[config.mk]
export PLATFORM = sky130hd
export DESIGN_NAME = pdu_outbuf
export DESIGN_NICKNAME = d
export VERILOG_FILES = /design/src/rtl/pdu_outbuf_pkg.sv /design/src/rtl/pdu_outbuf_fifo.sv /design/src/rtl/pdu_outbuf.sv
export SDC_FILE = /design/constraint.sdc
export NUM_CORES = 1
export LEC_CHECK = 0
export CELL_PAD_IN_SITES_DETAIL_PLACEMENT = 0
export CELL_PAD_IN_SITES_GLOBAL_PLACEMENT = 1
export CORE_UTILIZATION = 44
export DETAILED_ROUTE_END_ITERATION = 16
export HOLD_SLACK_MARGIN = 0.02
export PLACE_DENSITY = 0.78
export SETUP_SLACK_MARGIN = 0.1
export SYNTH_ARGS = -nofsm -noshare
export SYNTH_HDL_FRONTEND = slang
export SYNTH_SLANG_ARGS = --single-unit
[constraint.sdc]
create_clock -name clk -period 5.3 [get_ports clk]
set_input_delay 0.53 -clock clk [delete_from_list [all_inputs] [get_ports clk]]
set_output_delay 0.53 -clock clk [all_outputs]
set_load 0.02 [all_outputs]
[src/rtl/pdu_outbuf_pkg.sv]
// Shared constants and types for the PDU output buffer.
package pdu_outbuf_pkg;

  localparam int unsigned NUM_PCH   = 8;
  localparam int unsigned OPCODE_BW = 5;
  localparam int unsigned LQADDR_BW = 3;

  localparam logic [OPCODE_BW-1:0] INVALID_OPCODE = '1;
  localparam logic [1:0]           PP_I           = 2'b00;

  localparam int unsigned BUNDLE_W =
      OPCODE_BW + NUM_PCH + 2 * NUM_PCH * (2 + OPCODE_BW + LQADDR_BW) + 1;

  typedef enum logic {
    PH0 = 1'b0,
    PH1 = 1'b1
  } phase_e;

  typedef struct packed {
    logic                           need1;
    logic [OPCODE_BW-1:0]           opcode;
    logic [NUM_PCH-1:0]             pch_list;
    logic [NUM_PCH*2-1:0]           pp0;
    logic [NUM_PCH*OPCODE_BW-1:0]   op0;
    logic [NUM_PCH*LQADDR_BW-1:0]   mreg0;
    logic [NUM_PCH*2-1:0]           pp1;
    logic [NUM_PCH*OPCODE_BW-1:0]   op1;
    logic [NUM_PCH*LQADDR_BW-1:0]   mreg1;
  } bundle_t;

  // True when any per-patch opcode in the list is a real operation.
  function automatic logic any_valid_op(input logic [NUM_PCH*OPCODE_BW-1:0] ops);
    logic any;
    any = 1'b0;
    for (int i = 0; i < int'(NUM_PCH); i++) begin
      if (ops[i*OPCODE_BW +: OPCODE_BW] != INVALID_OPCODE) any = 1'b1;
    end
    return any;
  endfunction

endpackage

[src/rtl/pdu_outbuf_fifo.sv]
// Generic synchronous FIFO; caller guarantees no push when full and no pop when empty.
module pdu_outbuf_fifo #(
  parameter int unsigned WIDTH = 8,
  parameter int unsigned DEPTH = 4
) (
  input  logic                       clk,
  input  logic                       rst,
  input  logic                       push,
  input  logic [WIDTH-1:0]           wdata,
  input  logic                       pop,
  output logic [WIDTH-1:0]           rdata,
  output logic [$clog2(DEPTH):0]     count
);

  localparam int unsigned AW = $clog2(DEPTH);

  logic [WIDTH-1:0] mem_q [DEPTH];
  logic [WIDTH-1:0] mem_d [DEPTH];
  logic [AW-1:0]    wr_ptr_q, wr_ptr_d;
  logic [AW-1:0]    rd_ptr_q, rd_ptr_d;
  logic [AW:0]      count_q, count_d;

  always_comb begin
    mem_d    = mem_q;
    wr_ptr_d = wr_ptr_q;
    rd_ptr_d = rd_ptr_q;
    count_d  = count_q;
    if (push) begin
      mem_d[wr_ptr_q] = wdata;
      wr_ptr_d        = wr_ptr_q + AW'(1);
    end
    if (pop) rd_ptr_d = rd_ptr_q + AW'(1);
    unique case ({push, pop})
      2'b10:   count_d = count_q + (AW+1)'(1);
      2'b01:   count_d = count_q - (AW+1)'(1);
      default: count_d = count_q;
    endcase
  end

  // Storage is not reset; the top masks data whenever the FIFO is empty.
  always_ff @(posedge clk) begin
    mem_q <= mem_d;
  end

  always_ff @(posedge clk) begin
    if (rst) begin
      wr_ptr_q <= '0;
      rd_ptr_q <= '0;
      count_q  <= '0;
    end else begin
      wr_ptr_q <= wr_ptr_d;
      rd_ptr_q <= rd_ptr_d;
      count_q  <= count_d;
    end
  end

  assign rdata = mem_q[rd_ptr_q];
  assign count = count_q;

endmodule

[src/rtl/pdu_outbuf.sv]
// Elastic buffer after the PDU: stores bundles and emits them as one or two beats.
// Optional statistics counters are built when PDU_OUTBUF_STATS_EN is defined.
module pdu_outbuf
  import pdu_outbuf_pkg::*;
#(
  parameter int unsigned DEPTH = 4
) (
  input  logic                            clk,
  input  logic                            rst,
  input  logic                            pduout_valid,
  input  logic [OPCODE_BW-1:0]            pduout_opcode,
  input  logic [NUM_PCH-1:0]              pch_list,
  input  logic [NUM_PCH*2-1:0]            pchpp_list0,
  input  logic [NUM_PCH*2-1:0]            pchpp_list1,
  input  logic [NUM_PCH*OPCODE_BW-1:0]    pchop_list0,
  input  logic [NUM_PCH*OPCODE_BW-1:0]    pchop_list1,
  input  logic [NUM_PCH*LQADDR_BW-1:0]    pchmreg_list0,
  input  logic [NUM_PCH*LQADDR_BW-1:0]    pchmreg_list1,
  output logic                            pdu_stall,
  output logic                            out_valid,
  input  logic                            out_ready,
  output logic                            out_phase,
  output logic                            out_last,
  output logic [OPCODE_BW-1:0]            out_opcode,
  output logic [NUM_PCH-1:0]              out_pch_list,
  output logic [NUM_PCH*2-1:0]            out_pchpp,
  output logic [NUM_PCH*OPCODE_BW-1:0]    out_pchop,
  output logic [NUM_PCH*LQADDR_BW-1:0]    out_pchmreg,
  output logic [15:0]                     stat_bundles,
  output logic [15:0]                     stat_beats,
  output logic [15:0]                     stat_stall_cyc
);

  localparam int unsigned CntW = $clog2(DEPTH) + 1;

  bundle_t         wr_bundle;
  bundle_t         head;
  logic [CntW-1:0] count;
  logic            push, pop, hs;
  phase_e          phase_q, phase_d;

  always_comb begin
    wr_bundle          = '0;
    wr_bundle.need1    = any_valid_op(pchop_list1);
    wr_bundle.opcode   = pduout_opcode;
    wr_bundle.pch_list = pch_list;
    wr_bundle.pp0      = pchpp_list0;
    wr_bundle.op0      = pchop_list0;
    wr_bundle.mreg0    = pchmreg_list0;
    wr_bundle.pp1      = pchpp_list1;
    wr_bundle.op1      = pchop_list1;
    wr_bundle.mreg1    = pchmreg_list1;
  end

  pdu_outbuf_fifo #(
    .WIDTH (BUNDLE_W),
    .DEPTH (DEPTH)
  ) u_fifo (
    .clk   (clk),
    .rst   (rst),
    .push  (push),
    .wdata (wr_bundle),
    .pop   (pop),
    .rdata (head),
    .count (count)
  );

  // Stall depends only on registered occupancy, never on out_ready.
  assign pdu_stall = (count == CntW'(DEPTH));
  assign push      = pduout_valid & ~pdu_stall;
  assign out_valid = (count != '0);
  assign hs        = out_valid & out_ready;
  assign pop       = hs & ((phase_q == PH1) | ~head.need1);
  assign out_phase = phase_q;

  always_comb begin
    phase_d = phase_q;
    if (hs) begin
      unique case (phase_q)
        PH0:     phase_d = head.need1 ? PH1 : PH0;
        PH1:     phase_d = PH0;
        default: phase_d = PH0;
      endcase
    end
  end

  always_ff @(posedge clk) begin
    if (rst) phase_q <= PH0;
    else     phase_q <= phase_d;
  end

  // Idle values are presented whenever the buffer is empty.
  always_comb begin
    out_last     = 1'b0;
    out_opcode   = '0;
    out_pch_list = '0;
    out_pchpp    = {NUM_PCH{PP_I}};
    out_pchop    = {NUM_PCH{INVALID_OPCODE}};
    out_pchmreg  = '0;
    if (out_valid) begin
      out_last     = (phase_q == PH1) | ~head.need1;
      out_opcode   = head.opcode;
      out_pch_list = head.pch_list;
      if (phase_q == PH1) begin
        out_pchpp   = head.pp1;
        out_pchop   = head.op1;
        out_pchmreg = head.mreg1;
      end else begin
        out_pchpp   = head.pp0;
        out_pchop   = head.op0;
        out_pchmreg = head.mreg0;
      end
    end
  end

`ifdef PDU_OUTBUF_STATS_EN
  logic [15:0] bundles_q, bundles_d;
  logic [15:0] beats_q, beats_d;
  logic [15:0] stall_cyc_q, stall_cyc_d;

  always_comb begin
    bundles_d   = bundles_q;
    beats_d     = beats_q;
    stall_cyc_d = stall_cyc_q;
    if (push && bundles_q != 16'hFFFF) bundles_d = bundles_q + 16'd1;
    if (hs && beats_q != 16'hFFFF) beats_d = beats_q + 16'd1;
    if (pduout_valid && pdu_stall && stall_cyc_q != 16'hFFFF) stall_cyc_d = stall_cyc_q + 16'd1;
  end

  always_ff @(posedge clk) begin
    if (rst) begin
      bundles_q   <= '0;
      beats_q     <= '0;
      stall_cyc_q <= '0;
    end else begin
      bundles_q   <= bundles_d;
      beats_q     <= beats_d;
      stall_cyc_q <= stall_cyc_d;
    end
  end

  assign stat_bundles   = bundles_q;
  assign stat_beats     = beats_q;
  assign stat_stall_cyc = stall_cyc_q;
`else
  assign stat_bundles   = 16'd0;
  assign stat_beats     = 16'd0;
  assign stat_stall_cyc = 16'd0;
`endif

endmodule

==> results of run 1 <==
==> worst max path at each step <==
stage	end	slack (ns)	cells past startpoint
after floorplan	u_fifo.mem_q[0]	1.99	3
after global placement	out_pchmreg[11]	1.96	5
after detailed placement	out_pchmreg[10]	1.95	5
after CTS	out_pchmreg[10]	1.28	5
after global routing	out_pchmreg[5]	1.16	5
final	out_pchop[20]	1.35	6
==> cell usage after synthesis <==
library cell / count / area share (%)
a211oi_2: 1 / 0.046
a21oi_1: 46 / 0.85
a21oi_2: 1 / 0.032
and2_1: 13 / 0.30
and3_1: 4 / 0.092
buf_1: 5 / 0.069
buf_2: 16 / 0.29
buf_4: 61 / 1.7
buf_6: 4 / 0.17
clkbuf_1: 31 / 0.43
conb_1: 1 / 0.014
dfxtp_1: 8 / 0.59
edfxtp_1: 696 / 77
fa_1: 1 / 0.074
ha_1: 5 / 0.23
inv_1: 8 / 0.11
inv_2: 3 / 0.041
mux2_1: 2 / 0.083
mux4_2: 174 / 14
nand2_1: 161 / 2.2
nand3_1: 43 / 0.79
nand4_1: 11 / 0.25
nor2_1: 8 / 0.11
nor2b_1: 1 / 0.023
nor3_1: 1 / 0.018
nor4_1: 2 / 0.046
o21ai_0: 1 / 0.018
o21ai_1: 2 / 0.037
o31ai_1: 1 / 0.028
or3_1: 1 / 0.023
or3b_1: 1 / 0.032
xor2_1: 2 / 0.064
==> logic make-up after synthesis <==
group / count (synthesis)
other: 1
AOI/OAI and AO/OA: 52
DFF: 704
xor gates and xnor gates: 2
buffers and inverters: 128
adders and majority gates: 6
muxes: 176
and+or+nand+nor: 246
==> stage by stage <==
stage	total power, mW	util, %	instances	hold slack (ns)	worst slack (ns)
4_1_cts	13.28	54.41	2461	0.5155	1.279
3_3_place_gp	8.439	50.69	2328	0.5020	1.960
5_1_grt	13.60	54.44	2468	0.5416	1.160
2_1_floorplan	7.589	-	1362	0.4793	1.993
3_5_place_dp	8.464	50.69	2328	0.5155	1.953
6_report	13.13	54.44	2468	0.5285	1.346
==> layer usage <==
| metal | routed length [microns] | vias up | global-route usage, % |
|---|---|---|---|
| met5 | 97 | - | 0 |
| met4 | 1273 | 16 | 7.239 |
| met3 | 3731 | 90 | 3.824 |
| met2 | 29230 | 492 | 30.19 |
| met1 | 24030 | 6912 | 25.65 |
| li1 | - | 5855 | - |
==> power by group <==
part	switching [mW]	total [mW]	leakage (nW)	internal (mW)
logic	1.06	1.84	2.93	0.785
clock network	2.02	4.81	1.11	2.80
registers	0.0760	6.48	6.46	6.40
==> critical path, delay by kind of cell (launching register included) <==
kind | cells | cell delay, ns
buffers and inverters | 4 | 2.00
and+or+nand+nor | 2 | 0.37
DFF | 1 | 0.36
==> registers in the layout, indices dropped and copies added, names as in the netlist <==
signal           flops
u_fifo.mem_q       696
out_phase            1
u_fifo.count         3
u_fifo.rd_ptr_q      2
u_fifo.wr_ptr_q      2
==> cell type report <==
type                    count  area (sq um)  share of cell area, %
well taps                 782         978.4                  2.961
clock inverters            39         262.8                 0.7952
inverters                  11         42.54                 0.1288
flip-flops and latches    704         21070                  63.77
repair buffers            301          3093                  9.361
clock buffers              94          1991                  6.025
multi-input cells         530          5584                  16.90
diodes                      7         17.52                0.05302
==> impl_results.md, run 1 <==
- Hold Path Stages: 2
- WL final: between 50 and 60 mm
- Area post-placement: about 30000 sq um
- Mux cell area share after synthesis: around 14%
- Highest-count cells in the layout ignoring fill and taps: edfxtp_1, clkdlybuf4s50_1, mux4_2
- Fin Setup TNS: 0 ns
- Syn Area/Cell: 20.69 sq um
- Placeable Area: slightly above 60000 sq um
- Status: finished, final reports clean
- Max-cap viol count: 0
- CTS clk-pin slew, worst paths: approximately 0.060 ns
- Root cell of the clock tree: clkbuf_16
- Row count: 90
- Fin crit period: 3.955 ns
- Die width: between 200 and 300 microns
- Worst hold path startpoint: u_fifo.wr_ptr_q[1]
- Compound-gate portion of the synthesized area: 1.007%
- Via/cell ratio: 5.415
- Worst r2r path cells: 8
- Drt pass-1 iters: 5
- Synth cell types: 32
- CP max-delay cell: clkdlybuf4s50_1
- Fillers: 4528
- First-pass GRT wire length: a little under 90 mm
- CTS Sinks: slightly above 700
- RSZ-0062 raised after global routing: no
- Worst r2r src: u_fifo.rd_ptr_q[0]
- Mapped Area: between 20000 and 30000 sq um
- I/O pins: around 320
- Worst R2R Setup Slack: approximately 2.3 ns
- Final Setup Violations: 0
- Kind of critical path: reg2out
- CP Cell Sequence: nor3_2 > buf_4 > inv_2 > buf_4 > nand3_1 > clkdlybuf4s50_1
- Routed len/inst: approximately 24 microns
- Die area: 62820 sq um
- Critical Path AT: ~3.4 ns
- Total grt overflow: 0
- Slew margin rel.: roughly two fifths
- Setup repair bufs after CTS: 0
- 1st-iter DRT viols: 907
- Vias in the first global route: about 14000
- Worst setup EP type: output pin
- Antenna violations before repair: 16
- Reg2reg end: u_fifo.count[2]
- Gpl congestion: 0.7468
- WP data required: ~4.8 ns
- Final worst path period share: around three quarters
- Largest net degree at the start of global routing: between 70 and 80
- Final hold vios: 0
- Post-synthesis sequential area ratio: between 70% and 80%
- Post-synthesis register bit count: about 700
- Peak supply drop: approximately 300 uV
- Leak: 10.50 nW
- Worst slew pin tran: just over 0.9 ns
- Post-route cell area: 33040 sq um
- Fmax: ~0.25 GHz
- Max Slew Vio Count: 0
- Simple-Gate Fraction of Synth Area: under 10%
- CTS tree: done
- Worst-path fanout max: 42
- Die Ht: approximately 250 microns
- Synth Area in XOR/XNOR: less than 1%
- Hold Path Class: reg2reg
- Share of cells above drive strength 1: 18.64%
- Most common cell after layout, fill and taps aside: edfxtp_1
- H-tree depth: 3
- Main combinational cell family by area after synthesis: multiplexers
- Area Growth Syn to Fin: 21.46%
- Yosys warning total: 0
- Gate Count Post-Synth: 1315
- Hold-fix buffers, CTS: 0
- Clock Latency Late Sink: roughly 0.60 ns
- Setup Skew: ~0.015 ns
- CP peak stage delay: roughly 0.63 ns
- Initial Util: between 40 and 50%
- Routed Antenna Nets: 0
- CP Launch Point: u_fifo.count[0]
- GRT Resource Usage Total: 18.87%
- Dpl hpwl: 34.15 mm
- CP startpoint kind: flop
- Nets: between 1500 and 2000
- Post-CTS sizing: 0
- Post-synthesis adder-cell area fraction: less than 1%
- Hold Crit Endpoint: u_fifo.wr_ptr_q[1]
- Clock Path Buffers: 3
- Via Count: 13365
- Number of buffers inserted by port buffering: about 270
- Cell mode on critical path: buf_4
- PD cells: a little under 400 nW/um^2
- # DRC: 0
- Num CTS Buffers: between 70 and 80
Power figures use the tool's default switching activity.
==> inputs of run 2 (changes only) <==
- CORE_UTILIZATION: 44 -> 48
- PLACE_DENSITY: 0.78 -> 0.81
- clock period: 5.3 -> 3.7 ns (I/O delays scaled with it)
==> run 2 against run 1 <==
Cell area is 0.57% higher. Final cell count fell by 1.1%. Register-to-register slack lost 1.4 ns. Global-route usage increased by 1.8 points. Clock power is 40% higher. First-iteration DRC count up 19%. Total power rose by 43%. Hold slack got worse by 0.14 ns. Largest cell class unchanged. Largest power group unchanged.
==> impl_results.md, run 2 (synthesis results as in run 1) <==
- Area of the multi-input gates: between 5000 and 6000 sq um
- Die Ht: 240.1 microns
- Clock Latency Late Sink: roughly 0.6 ns
- CTS clk-pin slew, worst paths: ~0.06 ns
- Setup repair bufs after CTS: 0
- Kind of critical path: reg2out
- Antenna violations before repair: 11
- Drt pass-1 iters: 5
- Via/cell ratio: between 5 and 6
- Area post-placement: between 30000 and 40000 sq um
- Share of cells above drive strength 1: around 19%
- Hold Path Class: in2reg
- Fmax: a little under 0.3 GHz
- Final Setup Violations: 0
- Max-cap viol count: 0
- Die width: about 240 microns
- Seq pwr share: about half
- Num CTS Buffers: around 70
- Clock share of power: 36.0%
- Fin crit period: roughly 3.4 ns
- Comb power frac: between 10% and 20%
- Switch Pwr: 4.555 mW
- H-tree depth: 3
- Area Growth Syn to Fin: 22.16%
- Worst slew pin tran: 0.7881 ns
- Gpl congestion: 0.7411
- RSZ-0062 raised after global routing: no
- Peak supply drop: ~450 uV
- Leak: around 11 nW
- Net switching share of the total power: 24.33%
- Worst hold path startpoint: pchpp_list1[9]
- Number of buffers inserted by port buffering: 273
- Post-route cell area: approximately 33000 sq um
- I/O pins: roughly 320
- Max reg flops: between 600 and 700
- Largest delay share family, worst path: buffers and inverters
- Final worst path period share: about nine tenths
- Dpl ws: between 0.8 and 0.9 ns
- Worst setup EP type: output pin
- Fillers: approximately 4000
- WL final: about 58 mm
- WP buf/inv: 2
- # DRC: 0
- Clock Path Buffers: 3
- Root cell of the clock tree: clkbuf_16
- Setup Skew: ~0.012 ns
- Vias in the first global route: 13989
- Most common cell after layout, fill and taps aside: edfxtp_1
- Critical Path AT: 3.00 ns
- 1st-iter DRT viols: roughly 1100
- CP max-delay cell: dfxtp_4
- CTS tree: done
- Slew margin rel.: between 40% and 50%
- CP Launch Point: u_fifo.rd_ptr_q[0]
- WP data required: approximately 3.3 ns
- CP Cell Sequence: buf_4 > mux4_2 > nand2_1 > a21oi_1 > clkdlybuf4s50_1
- PD cells: approximately 560 nW/um^2
- CP peak stage delay: ~0.66 ns
- Nets: around 1800
- Internal power: 14.17 mW
- CTS Sinks: 704
- Fin Setup TNS: 0 ns
- Register Area: between 20000 and 25000 sq um
- Worst-path fanout max: 23
- Worst r2r src: u_fifo.rd_ptr_q[0]
- Hold-fix buffers, CTS: 0
- Final Instance Count excl. Fillers: between 2000 and 2500
- Final hold vios: 0
- Status: finished, final reports clean
- Routed Antenna Nets: 0
- Placed cells: 2309
- Initial Util: between 40% and 50%
- Hold_ws: approximately 0.4 ns
- Via Count: around 14000
- Largest Register: u_fifo.mem_q
- Routed len/inst: roughly 24 microns
- Post-CTS sizing: 0
- Max Slew Vio Count: 0
- Post-route setup slack: 0.3275 ns
- CP startpoint kind: flop
- GRT Resource Usage Total: 20.66%
- Die area: a little under 60000 sq um
- Dpl hpwl: 34.57 mm
- Placeable Area: between 50000 and 60000 sq um
- Total grt overflow: 0
- Largest net degree at the start of global routing: 84
- Highest-count cells in the layout ignoring fill and taps: edfxtp_1, clkdlybuf4s50_1, mux4_2
- Row count: between 80 and 90
- First-pass GRT wire length: about 87 mm
run 2: cell count changes in the layout (fill, tap and decap cells not counted):
cell / delta
buf_12: +15
bufinv_16: +1
clkbuf_1: -3
clkbuf_16: -6
clkinv_1: -4
clkinv_2: -3
clkinv_4: -1
clkinv_8: +4
clkinvlp_4: +4
diode_2: -1
inv_6: +1
run 2: final cells by class:
| type | count | area share [%] |
|---|---|---|
| Antenna cell | 6 | 0.04518 |
| Sequential cell | 704 | 63.41 |
| Timing Repair Buffer | 316 | 10.21 |
| Multi-Input combinational cell | 530 | 16.80 |
| Tap cell | 748 | 2.816 |
| Inverter | 11 | 0.1280 |
| Clock buffer | 85 | 5.505 |
| Clock inverter | 41 | 1.077 |
run 2: power by group through the flow:
stage          clock, mW  sequential [mW]  combinational (mW)
2_1_floorplan          0             9.42                1.45
3_3_place_gp           0             9.40                2.72
3_5_place_dp           0             9.43                2.74
4_1_cts             6.89             9.27                2.76
5_1_grt             7.16             9.29                2.89
6_report            6.75             9.27                2.71
run 2: final timing paths:
path                   endpoint  cells past startpoint  slack, ns
max reg2reg     u_fifo.count[2]                      8       0.90
max             out_pchmreg[23]                      5       0.33
min reg2reg  u_fifo.wr_ptr_q[1]                      2       0.55
min           u_fifo.mem_q[595]                      1       0.39
run 2: through the flow:
stage	power (mW)	utilization [%]
final	18.72	59.85
after global routing	19.34	59.84
after CTS	18.91	59.82
after detailed placement	12.18	55.88
after global placement	12.13	55.88
after floorplan	10.87	-
run 2: routing by layer:
metal	vias up	GRT usage (%)	part of all wire [%]
met5	-	0	0.13
met4	12	7.933	2.4
met1	7071	28.34	42
met2	499	32.80	50
li1	5863	-	-
met3	87	4.248	6.3
==> inputs of run 3 (changes only) <==
- CTS_BUF_LIST: not set -> sky130_fd_sc_hd__clkbuf_16
==> run 3 against run 2 <==
Core utilization unchanged. Clock power decreased by 0.6%. Via count about the same. Routed wire length about the same. Cell area unchanged. Total power decreased by 0.20%. Combinational power about the same. Highest routed layer unchanged. Critical path depth unchanged. Critical path type unchanged. Global-route usage unchanged. Sequential share of layout area unchanged. Worst setup slack got worse by 0.00056 ns.
==> impl_results.md, run 3 (synthesis results as in run 1) <==
- Dpl ws: 0.8909 ns
- Critical Path AT: 3.00 ns
- Root cell of the clock tree: clkbuf_16
- Max-cap viol count: 0
- Total grt overflow: 0
- Nets: 1817
- First-pass GRT wire length: roughly 87 mm
- Die Ht: 240.1 microns
- Worst setup EP type: output pin
- Setup repair bufs after CTS: 0
- Fin crit period: ~3.4 ns
- WP data required: roughly 3.3 ns
- Hold-fix buffers, CTS: 0
- Vias in the first global route: between 10000 and 15000
- Final hold vios: 0
- Die area: around 58000 sq um
- Post-route setup slack: 0.3270 ns
- CP startpoint kind: flop
- CP endpoint: out_pchmreg[16]
- Num CTS Buffers: 71
- Worst R2R Setup Slack: roughly 0.9 ns
- Leak: 10.63 nW
- Met3 Wirelength: approximately 3.6 mm
- Die width: ~240 microns
- Setup Skew: around 0.013 ns
- Worst slew pin tran: between 0.7 and 0.8 ns
- RSZ-0062 raised after global routing: no
- Kind of critical path: reg2out
- Max reg flops: just under 700
- Final Instance Count excl. Fillers: 2441
- Share of cells above drive strength 1: between 10% and 20%
- I/O pins: roughly 320
- Worst r2r path cells: 8
- Row count: 86
- CTS clk-pin slew, worst paths: roughly 0.060 ns
- Area Growth Syn to Fin: 22.16%
- CP Launch Point: u_fifo.rd_ptr_q[0]
- Max Slew Vio Count: 0
- Largest net degree at the start of global routing: 84
- CTS tree: done
- Fmax: between 0.2 and 0.3 GHz
- Placed cells: 2309
- Fillers: about 4000
- Highest-count cells in the layout ignoring fill and taps: edfxtp_1, clkdlybuf4s50_1, mux4_2
- Uppermost layer routed: met5
- Routed Antenna Nets: 0
- Antenna violations before repair: 11
- Number of buffers inserted by port buffering: 273
- Met2 WL: between 20 and 30 mm
- H-tree depth: 3
- # DRC: 0
- Hold Path Class: in2reg
- Dpl hpwl: 34.57 mm
- Via/cell ratio: between 5 and 6
- Worst-path fanout max: 23
- Drt pass-1 iters: 5
- CTS Sinks: a little over 700
- Peak supply drop: 446.5 uV
- Final Setup Violations: 0
- Routed len/inst: about 24 microns
- GRT Resource Usage Total: about a fifth
- Most common cell after layout, fill and taps aside: edfxtp_1
- Post-CTS sizing: 0
- Status: finished, final reports clean
- Largest Register: u_fifo.mem_q
- Reg2reg end: u_fifo.count[2]
- Fin Setup TNS: 0 ns
- Slew margin rel.: a little under half
- 1st-iter DRT viols: 1046
- Wire length on met1: around 24 mm
- Gpl congestion: 0.7411
- WL final: 58.29 mm
- Worst r2r src: u_fifo.rd_ptr_q[0]
- Placeable Area: 55520 sq um
- Final worst path period share: 91.16%
- Initial Util: 48.99%
- Via Count: ~14000
- Clock Path Buffers: 3
- Clock Latency Late Sink: 0.61 ns
- PD cells: 562.2 nW/um^2
-- run 3: cell types whose count changed in the layout (fill, tap and decap cells not counted) --
cell | previous run | this run
clkbuf_1 | 14 | 0
inv_1 | 8 | 22
-- run 3: layout make-up --
type	instances	area, sq um	area share, %
diodes	6	15.01	0.04518
clock buffers	71	1777	5.347
clock inverters	55	410.4	1.235
inverters	11	42.54	0.1280
multi-input cells	530	5584	16.80
flip-flops and latches	704	21070	63.41
well taps	748	935.9	2.816
repair buffers	316	3393	10.21
-- run 3: how the worst min path moves through the flow --
stage | start | endpoint | slack, ns | cells past startpoint
after global placement | u_fifo.wr_ptr_q[0] | u_fifo.wr_ptr_q[0] | 0.50 | 2
after CTS | pchpp_list1[9] | u_fifo.mem_q[73] | 0.35 | 1
after global routing | pchop_list0[20] | u_fifo.mem_q[646] | 0.39 | 1
after floorplan | pchmreg_list1[0] | u_fifo.mem_q[0] | 0.47 | 0
final | pchpp_list1[9] | u_fifo.mem_q[73] | 0.39 | 1
after detailed placement | u_fifo.count[2] | u_fifo.count[2] | 0.53 | 2
-- run 3: per-layer routing --
metal  track usage, %  up-vias
li1                 -     5864
met1            28.34     7070
met2            32.80      502
met3            4.248       88
met4            7.933       12
met5                0        -
-- run 3: power breakdown --
part           leakage, nW  switching [mW]  internal [mW]
clock                 1.12            2.91           3.79
combinational         3.06            1.54           1.16
sequential            6.46          0.0985           9.17
total                 10.6            4.56           14.1
-- run 3: metrics by stage --
step / util [%] / power, mW / hold WS [ns] / instance area [sq um]
after global placement: 55.88 / 12.13 / 0.4983 / 31030
after CTS: 59.82 / 18.87 / 0.3457 / 33210
final: 59.85 / 18.68 / 0.3885 / 33230
after floorplan: - / 10.87 / 0.4689 / 27380
after global routing: 59.84 / 19.30 / 0.3857 / 33230
after detailed placement: 55.88 / 12.18 / 0.5255 / 31030
-- run 3: worst max-delay path: stages, from the launching register on --
cell and delay (ns):
dfxtp_4 0.66, buf_4 0.43, mux4_2 0.56, nand2_1 0.09, a21oi_1 0.08, clkdlybuf4s50_1 0.59
